File: src/rtl/layer5_result_flatten_reader_if.sv
// Output stream bundle from the layer-5 result reader to the layer-6 input
// stage: a registered valid/ready beat carrying one map word, its spatial
// index and an end-of-scan marker.
interface layer5_result_flatten_reader_if #(
  parameter int DATA_W = 128
);
  logic              out_valid;
  logic              out_ready;
  logic [DATA_W-1:0] out_data;
  logic [7:0]        out_index;
  logic              out_last;

  modport master (
    output out_valid,
    output out_data,
    output out_index,
    output out_last,
    input  out_ready
  );

  modport slave (
    input  out_valid,
    input  out_data,
    input  out_index,
    input  out_last,
    output out_ready
  );
endinterface

File: src/rtl/layer5_result_flatten_reader.sv
// Read-side sequencer for the layer-5 result buffer (MAP_DIM x MAP_DIM words).
// A start pulse scans the whole map through the buffer's combinational read
// port and streams every word, with its row*MAP_DIM+col index, over a
// registered valid/ready port, then pulses done for one cycle.
// Scan order is raster (row-major) by default; defining the macro
// LAYER5_READER_COL_MAJOR_EN switches to column-major order. The final
// position and the reported index formula are identical in both orders.
// MAP_DIM must lie in 1..7: the buffer only decodes address bits [2:0].
module layer5_result_flatten_reader #(
  parameter int MAP_DIM = 5,
  parameter int DATA_W  = 128
) (
  input  logic                  clk,
  input  logic                  rst,
  input  logic                  start,
  output logic [15:0]           mem_read_row_addr,
  output logic [15:0]           mem_read_col_addr,
  output logic                  mem_read_signal,
  input  logic [DATA_W-1:0]     mem_data_in,
  layer5_result_flatten_reader_if.master stream,
  output logic                  busy,
  output logic                  done
);

  typedef enum logic [1:0] {
    IDLE  = 2'd0,
    READ  = 2'd1,
    DRAIN = 2'd2,
    FIN   = 2'd3
  } state_t;

  localparam logic [2:0] LAST_POS = 3'(MAP_DIM - 1);
  localparam logic [7:0] DIM8     = 8'(MAP_DIM);

  state_t state, state_nx;

  logic [2:0]        row_cnt;
  logic [2:0]        col_cnt;
  logic              at_final;
  logic              load;
  logic              accept;

  logic              vld_p0;
  logic              last_p0;
  logic [DATA_W-1:0] data_p0;
  logic [7:0]        index_p0;

  // Spatial index of a map position; independent of scan order.
  function automatic logic [7:0] index_of(input logic [2:0] r, input logic [2:0] c);
    return 8'(r) * DIM8 + 8'(c);
  endfunction

  assign at_final = (row_cnt == LAST_POS) && (col_cnt == LAST_POS);
  // A new word may enter the output register when it is empty or being drained
  // this cycle, which gives one beat per cycle while the consumer is ready.
  assign load     = (state == READ) && (!vld_p0 || stream.out_ready);
  assign accept   = vld_p0 && stream.out_ready;

  // State register.
  always_ff @(posedge clk or posedge rst) begin
    if (rst) state <= IDLE;
    else     state <= state_nx;
  end

  // Next-state logic: start is honoured only from IDLE.
  always_comb begin
    state_nx = state;
    case (state)
      IDLE:    if (start) state_nx = READ;
      READ:    if (load && at_final) state_nx = DRAIN;
      DRAIN:   if (accept && last_p0) state_nx = FIN;
      FIN:     state_nx = IDLE;
      default: state_nx = IDLE;
    endcase
  end

  // Buffer read port and status outputs; addresses come straight from the
  // registered counters so no input reaches them combinationally.
  always_comb begin
    mem_read_signal   = 1'b0;
    mem_read_row_addr = 16'd0;
    mem_read_col_addr = 16'd0;
    busy              = (state != IDLE);
    done              = (state == FIN);
    if (state == READ) begin
      mem_read_signal   = 1'b1;
      mem_read_row_addr = {13'd0, row_cnt};
      mem_read_col_addr = {13'd0, col_cnt};
    end
  end

  // Scan position counters: cleared on start, advanced on each load and
  // frozen while the output register is stalled.
  always_ff @(posedge clk or posedge rst) begin
    if (rst) begin
      row_cnt <= 3'd0;
      col_cnt <= 3'd0;
    end else if (state == IDLE && start) begin
      row_cnt <= 3'd0;
      col_cnt <= 3'd0;
    end else if (load) begin
`ifdef LAYER5_READER_COL_MAJOR_EN
      if (row_cnt == LAST_POS) begin
        row_cnt <= 3'd0;
        col_cnt <= (col_cnt == LAST_POS) ? 3'd0 : col_cnt + 3'd1;
      end else begin
        row_cnt <= row_cnt + 3'd1;
      end
`else
      if (col_cnt == LAST_POS) begin
        col_cnt <= 3'd0;
        row_cnt <= (row_cnt == LAST_POS) ? 3'd0 : row_cnt + 3'd1;
      end else begin
        col_cnt <= col_cnt + 3'd1;
      end
`endif
    end
  end

  // ---- stage p0: output register (buffer read data -> consumer) ----
  // Captures a word on load, holds it while stalled, and empties only when
  // the held beat is accepted with nothing new arriving.
  always_ff @(posedge clk or posedge rst) begin
    if (rst) begin
      vld_p0   <= 1'b0;
      last_p0  <= 1'b0;
      data_p0  <= '0;
      index_p0 <= 8'd0;
    end else if (load) begin
      vld_p0   <= 1'b1;
      last_p0  <= at_final;
      data_p0  <= mem_data_in;
      index_p0 <= index_of(row_cnt, col_cnt);
    end else if (accept) begin
      vld_p0   <= 1'b0;
    end
  end

  assign stream.out_valid = vld_p0;
  assign stream.out_data  = data_p0;
  assign stream.out_index = index_p0;
  assign stream.out_last  = last_p0;

endmodule

File: src/flat_wrapper.sv
// flat-port wrapper written by rule: the top's interface ports become plain ports
module layer5_result_flatten_reader_flat 
#(
  parameter int MAP_DIM = 5,
  parameter int DATA_W  = 128
)
  (clk, rst, start, mem_read_row_addr, mem_read_col_addr, mem_read_signal, mem_data_in, busy, done, stream_out_valid, stream_out_data, stream_out_index, stream_out_last, stream_out_ready);
  layer5_result_flatten_reader_if #(.DATA_W(DATA_W)) stream_i ();
  input  logic clk;
  input  logic rst;
  input  logic start;
  output logic [15:0] mem_read_row_addr;
  output logic [15:0] mem_read_col_addr;
  output logic mem_read_signal;
  input  logic [DATA_W-1:0] mem_data_in;
  output logic busy;
  output logic done;
  output wire logic [$bits(stream_i.out_valid)-1:0] stream_out_valid;
  output wire logic [$bits(stream_i.out_data)-1:0] stream_out_data;
  output wire logic [$bits(stream_i.out_index)-1:0] stream_out_index;
  output wire logic [$bits(stream_i.out_last)-1:0] stream_out_last;
  input wire logic [$bits(stream_i.out_ready)-1:0] stream_out_ready;
  assign stream_out_valid = stream_i.out_valid;
  assign stream_out_data = stream_i.out_data;
  assign stream_out_index = stream_i.out_index;
  assign stream_out_last = stream_i.out_last;
  assign stream_i.out_ready = stream_out_ready;
  layer5_result_flatten_reader #(.MAP_DIM(MAP_DIM), .DATA_W(DATA_W)) u_core (.clk(clk), .rst(rst), .start(start), .mem_read_row_addr(mem_read_row_addr), .mem_read_col_addr(mem_read_col_addr), .mem_read_signal(mem_read_signal), .mem_data_in(mem_data_in), .stream(stream_i), .busy(busy), .done(done));
endmodule
File: config.mk
export PLATFORM = sky130hd
export DESIGN_NAME = layer5_result_flatten_reader_flat
export DESIGN_NICKNAME = d
export VERILOG_FILES = /design/src/rtl/layer5_result_flatten_reader_if.sv /design/src/rtl/layer5_result_flatten_reader.sv /design/src/flat_wrapper.sv
export SDC_FILE = /design/constraint.sdc
export NUM_CORES = 1
export LEC_CHECK = 0
export CAP_MARGIN = 5
export CORE_UTILIZATION = 44
export DETAILED_ROUTE_END_ITERATION = 16
export PLACE_DENSITY = 0.85
export SYNTH_ARGS = -nofsm -noshare
export SYNTH_HDL_FRONTEND = slang
export SYNTH_SLANG_ARGS = --single-unit
File: constraint.sdc
create_clock -name clk -period 9.18 [get_ports clk]
set_clock_uncertainty 0.2 [all_clocks]
set_input_delay 1.377 -clock clk [delete_from_list [all_inputs] [get_ports clk]]
set_output_delay 1.377 -clock clk [all_outputs]
set_load 0.01 [all_outputs]
==> flow_summary.json, run 1 <==
{
  "critPathArrivalTime_ns": 2.35,
  "synth_edf_count": 0,
  "path_buf_inv": 3,
  "power_mw": 3.481,
  "end_kind": "output port",
  "rsz0062_at_grt": "no",
  "synth_top_family_by_area": "multiplexers",
  "synth_mux_area_frac": 0.2763,
  "cts_max_path_buffers": 2,
  "core.rowCount": 43,
  "clkLatencyLatePin_ns": 0.41,
  "clk_pin_slew_ns": 0.06,
  "wire_per_inst_um": 18.36,
  "finalWorstSetupSlack_ns": 5.250,
  "ys_types": 39,
  "finalHoldViolations": 0,
  "p_leak_nw": 4.222,
  "cp_slowest_cell": "clkdlybuf4s50_1",
  "grt_max_degree": 81,
  "ant_nets": 0,
  "fin_crit_sh": 0.4281,
  "cp_cell_sequence": "inv_1 > ha_1 > inv_2 > nor2_1 > clkdlybuf4s50_1",
  "io_buffers": 276,
  "die_w_um": 122.7,
  "crit_required_ns": 7.60,
  "cts.sinks": 144,
  "synth_fa_ha_area_frac": 0.03630,
  "cts_resized": 0,
  "cts_max_level": 4,
  "yosys_register_bits": 144,
  "vias_per_cell": 4.910,
  "finalNonFillerCells": 881,
  "yosysWarnings": 0,
  "die_h_um": 122.7,
  "cp_top_family": "buffers and inverters",
  "drc": 0,
  "synthCells": 413,
  "synthXorXnorAreaFrac": 0.001366,
  "setup_viol": 0,
  "slew_violations": 0,
  "clock-root-buffer": "clkbuf_16",
  "r2r_slack_ns": 6.00,
  "ys_seq_area_frac": 0.5621,
  "dpl.hpwl_um": 11480,
  "vias": 4326,
  "timing_worst_setup_path_type": "reg -> out",
  "yosys.area_share.simple": 0.02654,
  "drt-pass1-iter-count": 4,
  "grt_usage": 0.2197,
  "grt_overflow_total": 0,
  "placedCellCount": 852,
  "maxCapViolations": 0,
  "grt_pass1_vias": 4745,
  "area_growth_pct": 51.46,
  "worst_hold_path_type": "reg -> reg",
  "die_area_um2": 15060,
  "cts_tree": "yes",
  "diodes": 0,
  "async_reset_ff_frac": 1.000,
  "worstMarginPinSlew_ns": 1.034,
  "status": "complete, no violations",
  "pre_cts_ws_ns": 5.263,
  "drt_iter0_markers": 138,
  "routed_wirelength_um": 16180,
  "drive_gt1_frac": 0.2340,
  "ir_drop_mv": 0.2064,
  "synth-compound-area-share": 0.03591,
  "slew_headroom": 0.3108,
  "grt_pass1_wl_um": 25050,
  "final_nets": 841,
  "cts_hold_buffers": 0,
  "start_util": 0.4566,
  "syn_area_per_cell_um2": 15.52,
  "coreArea_um2": 14040,
  "max_freq_mhz": 254.5,
  "fin_crit_ns": 3.930,
  "finalSetupTns_ns": 0,
  "worstPathMaxFanout": 16,
  "critPathMaxStageDelay_ns": 0.55,
  "io_pins": 305,
  "synth_area_um2": 6411,
  "cp-start-kind": "flip-flop",
  "cts_made_buffers": 17,
  "antenna_found_initial": 0,
  "place_congestion": 0.8161,
  "ys.flop_type": "dfrtp_1",
  "cts_setup_buffers": 0,
  "powerDensity_nw_per_um2": 358.5
}
where the power goes:
group / internal (mW) / switching, mW
logic: 1.08 / 0.624
clock network: 0.389 / 0.251
registers: 0.950 / 0.186
cell usage in the layout, fill, tap and decap left out, types with 4 or more instances in the layout:
master           netlist  layout
ha_1                  17      17
nor2_1                 5       5
a21oi_1                7       7
clkbuf_16              0      17
o21ai_0                9       9
clkdlybuf4s50_1        0     276
o31ai_1                7       7
inv_1                  8       7
dfrtp_1              144     144
mux2_4                79      79
nand2_1                4       4
and2_1                 4       4
mux2_2                52      52
clkbuf_1               3       4
conb_1                 1      28
worst paths after layout:
kind | to | depth (start not counted) | start
setup / recovery | mem_read_row_addr[0] | 5 | u_core.state[1]
hold / removal | u_core.stream.out_data[98] | 1 | u_core.stream.out_data[98]
setup reg to reg | u_core.stream.out_data[3] | 6 | u_core.state[1]
hold reg to reg | u_core.stream.out_data[98] | 1 | u_core.stream.out_data[98]
max in group asynchronous | u_core.stream.out_data[23] | 3 | rst
min in group asynchronous | u_core.stream.out_data[83] | 2 | rst
metrics by stage:
| stage | instance area [um2] | hold slack [ns] | util |
|---|---|---|---|
| 2_1_floorplan | 6513 | 0.3481 | - |
| 3_3_place_gp | 9171 | 0.2890 | 0.6531 |
| 3_5_place_dp | 9171 | 0.2927 | 0.6531 |
| 4_1_cts | 9711 | 0.3078 | 0.6915 |
| 5_1_grt | 9711 | 0.3156 | 0.6915 |
| 6_report | 9711 | 0.3048 | 0.6915 |
cell families after synthesis:
kind of cell / count (synthesis)
XOR/XNOR: 1
adder cells (fa/ha/maj): 18
flip-flops: 144
multiplexers: 131
buffers and inverters: 56
other: 1
AND/OR/NAND/NOR: 28
AO/OA/AOI/OAI: 34
flip-flops by register name, summed over array words and instances (netlist names):
name                     cells
u_core.stream.out_data     128
u_core.stream.out_valid      1
u_core.col_cnt               3
u_core.state                 2
u_core.stream.out_last       1
u_core.stream.out_index      6
u_core.row_cnt               3
cell type report:
class | count | area [um2]
Fill cell | 907 | 4332
Sequential cell | 144 | 3603
Timing Repair Buffer | 279 | 2785
Multi-Input combinational cell | 240 | 2519
Clock buffer | 24 | 481.7
Tap cell | 180 | 225.2
Clock inverter | 5 | 57.56
Inverter | 9 | 38.79
Yosys cell counts (all sizes together), types with 2 or more instances:
| cell type | count | share of area |
|---|---|---|
| ha | 17 | 0.033 |
| nor2 | 6 | 0.0047 |
| mux2 | 131 | 0.28 |
| a21boi | 3 | 0.0035 |
| o21ai | 9 | 0.0070 |
| and2 | 4 | 0.0039 |
| o311ai | 2 | 0.0027 |
| dfrtp | 144 | 0.56 |
| nand4 | 3 | 0.0029 |
| nand2 | 4 | 0.0023 |
| inv | 9 | 0.0053 |
| o31ai | 7 | 0.0082 |
| buf | 44 | 0.054 |
| nand3 | 2 | 0.0016 |
| a21oi | 7 | 0.0055 |
| nor2b | 3 | 0.0041 |
| clkbuf | 3 | 0.0018 |
metal layers:
| metal | vias to the layer above | global-route usage | wire length, um |
|---|---|---|---|
| met2 | 214 | 0.3739 | 8168 |
| met4 | 0 | 0.07546 | 235 |
| met5 | - | 0 | 0 |
| li1 | 1947 | - | - |
| met1 | 2145 | 0.2497 | 6271 |
| met3 | 20 | 0.08690 | 1501 |
Power figures use the tool's default switching activity.
==> inputs of run 2 (changes only) <==
- CORE_UTILIZATION: 44 -> 41
- PLACE_DENSITY: 0.85 -> 0.8
- clock period: 9.18 -> 3.67 ns (I/O delays scaled with it)
==> run 2 against run 1 <==
Sequential share of layout area down 0.45 points. First-iteration DRC count down 8.0%. Total power rose to 2.5 times the previous value. Final cell count up 3.6%. Non-clock buffer count up 2. Critical path depth unchanged. Largest cell class unchanged. Global-route usage down 2.4 points. Die area up 7.2%. Register-to-register slack worse by 5.0 ns. Utilization down 4.7 points.
==> flow_summary.json, run 2 (synthesis results as in run 1) <==
{
  "status": "complete, no violations",
  "p_comb_frac": 0.487,
  "drt-pass1-iter-count": 4,
  "seqPwrFrac": 0.321,
  "die_h_um": 127.0,
  "p_int_mw": 6.147,
  "ir_drop_mv": 0.4790,
  "grt_usage": 0.1958,
  "fin_crit_ns": 3.124,
  "routed_wirelength_um": 15690,
  "area_growth_pct": 53.34,
  "clk_pin_slew_ns": 0.05,
  "max_freq_mhz": 320.1,
  "p_sw_mw": 2.654,
  "p_leak_nw": 4.261,
  "cts_resized": 0,
  "io_buffers": 276,
  "stdcell_area_um2": 9831,
  "grt_pass1_wl_um": 24180,
  "clkLatencyLatePin_ns": 0.41,
  "final_common_cell": "clkdlybuf4s50_1",
  "cts_setup_buffers": 0,
  "path_buf_inv": 3,
  "core.rowCount": 45,
  "timing_worst_setup_path_type": "reg -> out",
  "vias": 4318,
  "power_mw": 8.801,
  "fin_crit_sh": 0.8513,
  "crit_cells": 5,
  "r2r_cells": 6,
  "p_clk_frac": 0.191,
  "placed_area_um2": 9261,
  "io_pins": 305,
  "fin_util": 0.6443,
  "rsz0062_at_grt": "no",
  "wl_met2_um": 7979,
  "die_w_um": 127.0,
  "largest_reg_flops": 128,
  "slew_headroom": 0.4816,
  "cts_made_buffers": 17,
  "finalNonFillerCells": 913,
  "place_congestion": 0.7819,
  "powerDensity_nw_per_um2": 895.3,
  "final_cell_mix": "clkdlybuf4s50_1 (276), dfrtp_1 (144), mux2_4 (79)",
  "dpl.hpwl_um": 11240,
  "power.share.switching": 0.3016,
  "maxCapViolations": 0,
  "cts_hold_buffers": 0,
  "diodes": 0,
  "wl_met3_um": 1376,
  "worstMarginPinSlew_ns": 0.7760,
  "drive_gt1_frac": 0.2379,
  "coreArea_um2": 15260,
  "cts_max_path_buffers": 2,
  "cts_tree": "yes",
  "cp_cell_sequence": "inv_1 > ha_1 > inv_2 > nor2_1 > clkdlybuf4s50_1",
  "drc": 0,
  "grt_pass1_vias": 4535,
  "worst_hold_path_type": "reg -> reg",
  "critPathMaxStageDelay_ns": 0.55,
  "setup_viol": 0,
  "fill_cells": 1112,
  "grt_max_degree": 73,
  "slew_violations": 0,
  "vias_per_cell": 4.729,
  "cts_max_level": 4,
  "cp_slowest_cell": "clkdlybuf4s50_1",
  "cts.sinks": 144,
  "worstPathMaxFanout": 16,
  "final_nets": 843,
  "top_layer_used": "met4",
  "placedCellCount": 885,
  "drt_iter0_markers": 127,
  "clock-root-buffer": "clkbuf_16",
  "hold_depth": 1,
  "cp_top_family": "buffers and inverters",
  "die_area_um2": 16140,
  "start_util": 0.4202,
  "grt_overflow_total": 0,
  "finalSetupTns_ns": 0,
  "crit_required_ns": 2.92,
  "drt-met1-wl_um": 6008,
  "antenna_found_initial": 0,
  "critPathArrivalTime_ns": 2.37,
  "ant_nets": 0,
  "end_kind": "output port",
  "wire_per_inst_um": 17.19,
  "finalHoldViolations": 0,
  "cp-start-kind": "flip-flop"
}
[run 2: changes by cell type in the layout (fill, tap and decap cells not counted)]
cell	change
buf_12	+3
clkbuf_1	-2
buf_4	-1
bufinv_16	+1
clkbuf_8	+1
clkinv_4	+1
clkinvlp_4	-1
inv_6	-1
[run 2: final timing paths]
check	endpoint	slack, ns	start
max	mem_read_col_addr[0]	0.55	u_core.state[1]
min	u_core.stream.out_data[120]	0.30	u_core.stream.out_data[120]
max reg2reg	u_core.stream.out_data[3]	0.98	u_core.state[1]
min reg2reg	u_core.stream.out_data[120]	0.30	u_core.stream.out_data[120]
max in group asynchronous	u_core.stream.out_data[43]	1.98	rst
min in group asynchronous	u_core.stream.out_data[2]	0.43	rst
[run 2: worst register-to-register path, cell delays in order (launching register included)]
cell and delay [ns]:
dfrtp_1 0.42, inv_1 0.11, ha_1 0.47, inv_2 0.26, nor2_4 0.23, buf_12 0.42
mux2_2 0.47
[run 2: power groups by stage]
stage	sequential, mW	combinational [mW]	clock [mW]
floorplan	3.14	1.98	0
global placement	2.80	4.19	0
detailed placement	2.84	4.29	0
CTS	2.84	4.33	1.73
global route	2.92	4.52	1.79
finish	2.83	4.29	1.68
[run 2: area by class of cell]
type                            instances  area (um2)  share of cell area
Multi-Input combinational cell        240        2519              0.2562
Clock inverter                          5       81.33            0.008273
Sequential cell                       144        3603              0.3666
Tap cell                              211       264.0             0.02686
Inverter                                9       37.54            0.003818
Clock buffer                           23       488.0             0.04964
Timing Repair Buffer                  281        2838              0.2887
[run 2: routing by layer]
| metal | vias to the layer above | global-route usage |
|---|---|---|
| li1 | 1955 | - |
| met1 | 2123 | 0.2162 |
| met2 | 217 | 0.3345 |
| met3 | 23 | 0.07998 |
| met4 | 0 | 0.08123 |
| met5 | - | 0 |
[run 2: stage by stage]
stage	setup slack [ns]	hold WS [ns]
finish	0.5458	0.3049
global route	0.3210	0.3173
CTS	0.5381	0.3085
detailed placement	0.9651	0.2908
global placement	1.117	0.2893
floorplan	1.114	0.3481
==> inputs of run 3 (changes only) <==
- REMOVE_ABC_BUFFERS: not set -> 1
==> run 3 against run 2 <==
Design area about the same. Sequential cell count did not move. Non-clock buffer count did not move. Worst setup slack worse by 0.0036 ns. Critical endpoint is now mem_read_col_addr[1]. Largest power group unchanged. Highest routed layer unchanged.
==> flow_summary.json, run 3 (synthesis results as in run 1) <==
{
  "final_nets": 843,
  "cts.sinks": 144,
  "power_mw": 8.768,
  "fin_util": 0.6444,
  "die_area_um2": 16140,
  "vias_per_cell": 4.800,
  "placed_area_um2": 9275,
  "clock-root-buffer": "clkbuf_16",
  "worst_hold_path_type": "reg -> reg",
  "grt_max_degree": 62,
  "cts_max_path_buffers": 2,
  "cts_made_buffers": 17,
  "max_freq_mhz": 319.7,
  "die_w_um": 127.0,
  "status": "complete, no violations",
  "diodes": 0,
  "drc": 0,
  "drive_gt1_frac": 0.2401,
  "cp-start-kind": "flip-flop",
  "stdcell_area_um2": 9832,
  "finalWorstSetupSlack_ns": 0.5422,
  "multi_input_area_um2": 2519,
  "final_cell_mix": "clkdlybuf4s50_1 (276), dfrtp_1 (144), mux2_4 (79)",
  "grt_overflow_total": 0,
  "cts_resized": 0,
  "slew_violations": 0,
  "rsz0062_at_grt": "no",
  "slew_headroom": 0.6162,
  "use_met2": 0.3449,
  "place_congestion": 0.8788,
  "core.rowCount": 45,
  "whs_ns": 0.3045,
  "powerDensity_nw_per_um2": 891.8,
  "antenna_found_initial": 0,
  "drt-pass1-iter-count": 5,
  "finalHoldViolations": 0,
  "grt_pass1_wl_um": 24800,
  "dpl.hpwl_um": 11650,
  "area_growth_pct": 53.36,
  "crit_required_ns": 2.92,
  "routed_wirelength_um": 16060,
  "pre_cts_ws_ns": 0.8948,
  "end_kind": "output port",
  "worstMarginPinSlew_ns": 0.5756,
  "ir_drop_mv": 0.4493,
  "clkLatencyLatePin_ns": 0.41,
  "met3_usage": 0.06826,
  "cts_max_level": 4,
  "largest_reg_flops": 128,
  "vias": 4392,
  "grt_use_met1": 0.2350,
  "critPathArrivalTime_ns": 2.38,
  "register_area_um2": 3603,
  "coreArea_um2": 15260,
  "cts_hold_buffers": 0,
  "cts_tree": "yes",
  "io_buffers": 276,
  "drt_iter0_markers": 199,
  "grt_pass1_vias": 4665,
  "top_usage_layer": "met2",
  "grt_usage": 0.2034,
  "setup_viol": 0,
  "ant_nets": 0,
  "clk_pin_slew_ns": 0.06,
  "final_common_cell": "clkdlybuf4s50_1",
  "p_leak_nw": 4.265,
  "cts_setup_buffers": 0,
  "maxCapViolations": 0,
  "wire_per_inst_um": 17.56,
  "fin_crit_sh": 0.8523,
  "timing_worst_setup_path_type": "reg -> out",
  "fin_crit_ns": 3.128,
  "worstPathMaxFanout": 16,
  "io_pins": 305,
  "start_util": 0.4202,
  "fill_cells": 1129,
  "die_h_um": 127.0
}
## run 3: layout make-up
cell class | instances | area share
inverters | 9 | 0.003945
multi-input cells | 240 | 0.2562
flip-flops and latches | 144 | 0.3665
well taps | 211 | 0.02685
clock buffers | 22 | 0.04823
clock inverters | 8 | 0.008399
repair buffers | 281 | 0.2899
## run 3: power by group
part | switching [mW] | total, mW | internal (mW)
Sequential | 0.460 | 2.84 | 2.38
Combinational | 1.58 | 4.31 | 2.72
Clock | 0.641 | 1.62 | 0.981
## run 3: path summary, 6_finish.rpt
check | startpoint | endpoint | slack [ns] | depth (start not counted)
min reg2reg | u_core.stream.out_data[109] | u_core.stream.out_data[109] | 0.30 | 1
min in group asynchronous | rst | u_core.stream.out_data[119] | 0.38 | 2
max in group asynchronous | rst | u_core.stream.out_data[64] | 2.03 | 3
max reg2reg | u_core.state[1] | u_core.stream.out_data[108] | 0.86 | 6
min | u_core.stream.out_data[109] | u_core.stream.out_data[109] | 0.30 | 1
max | u_core.state[1] | mem_read_col_addr[1] | 0.54 | 5
## run 3: critical path, cell delays in order (launching register included)
cell	delay, ns
dfrtp_1	0.42
inv_1	0.10
ha_1	0.49
inv_2	0.25
nor2_1	0.16
clkdlybuf4s50_1	0.54
## run 3: per-stage QoR
step / setup TNS, ns / cells
global route: 0 / 915
global placement: 0 / 885
CTS: 0 / 915
floorplan: -238.76 / 393
finish: 0 / 915
detailed placement: 0 / 885
## run 3: metal layers
metal,vias up,share of wire
met5,-,0
met4,0,0.024
met3,24,0.083
met2,234,0.50
met1,2170,0.39
li1,1964,-
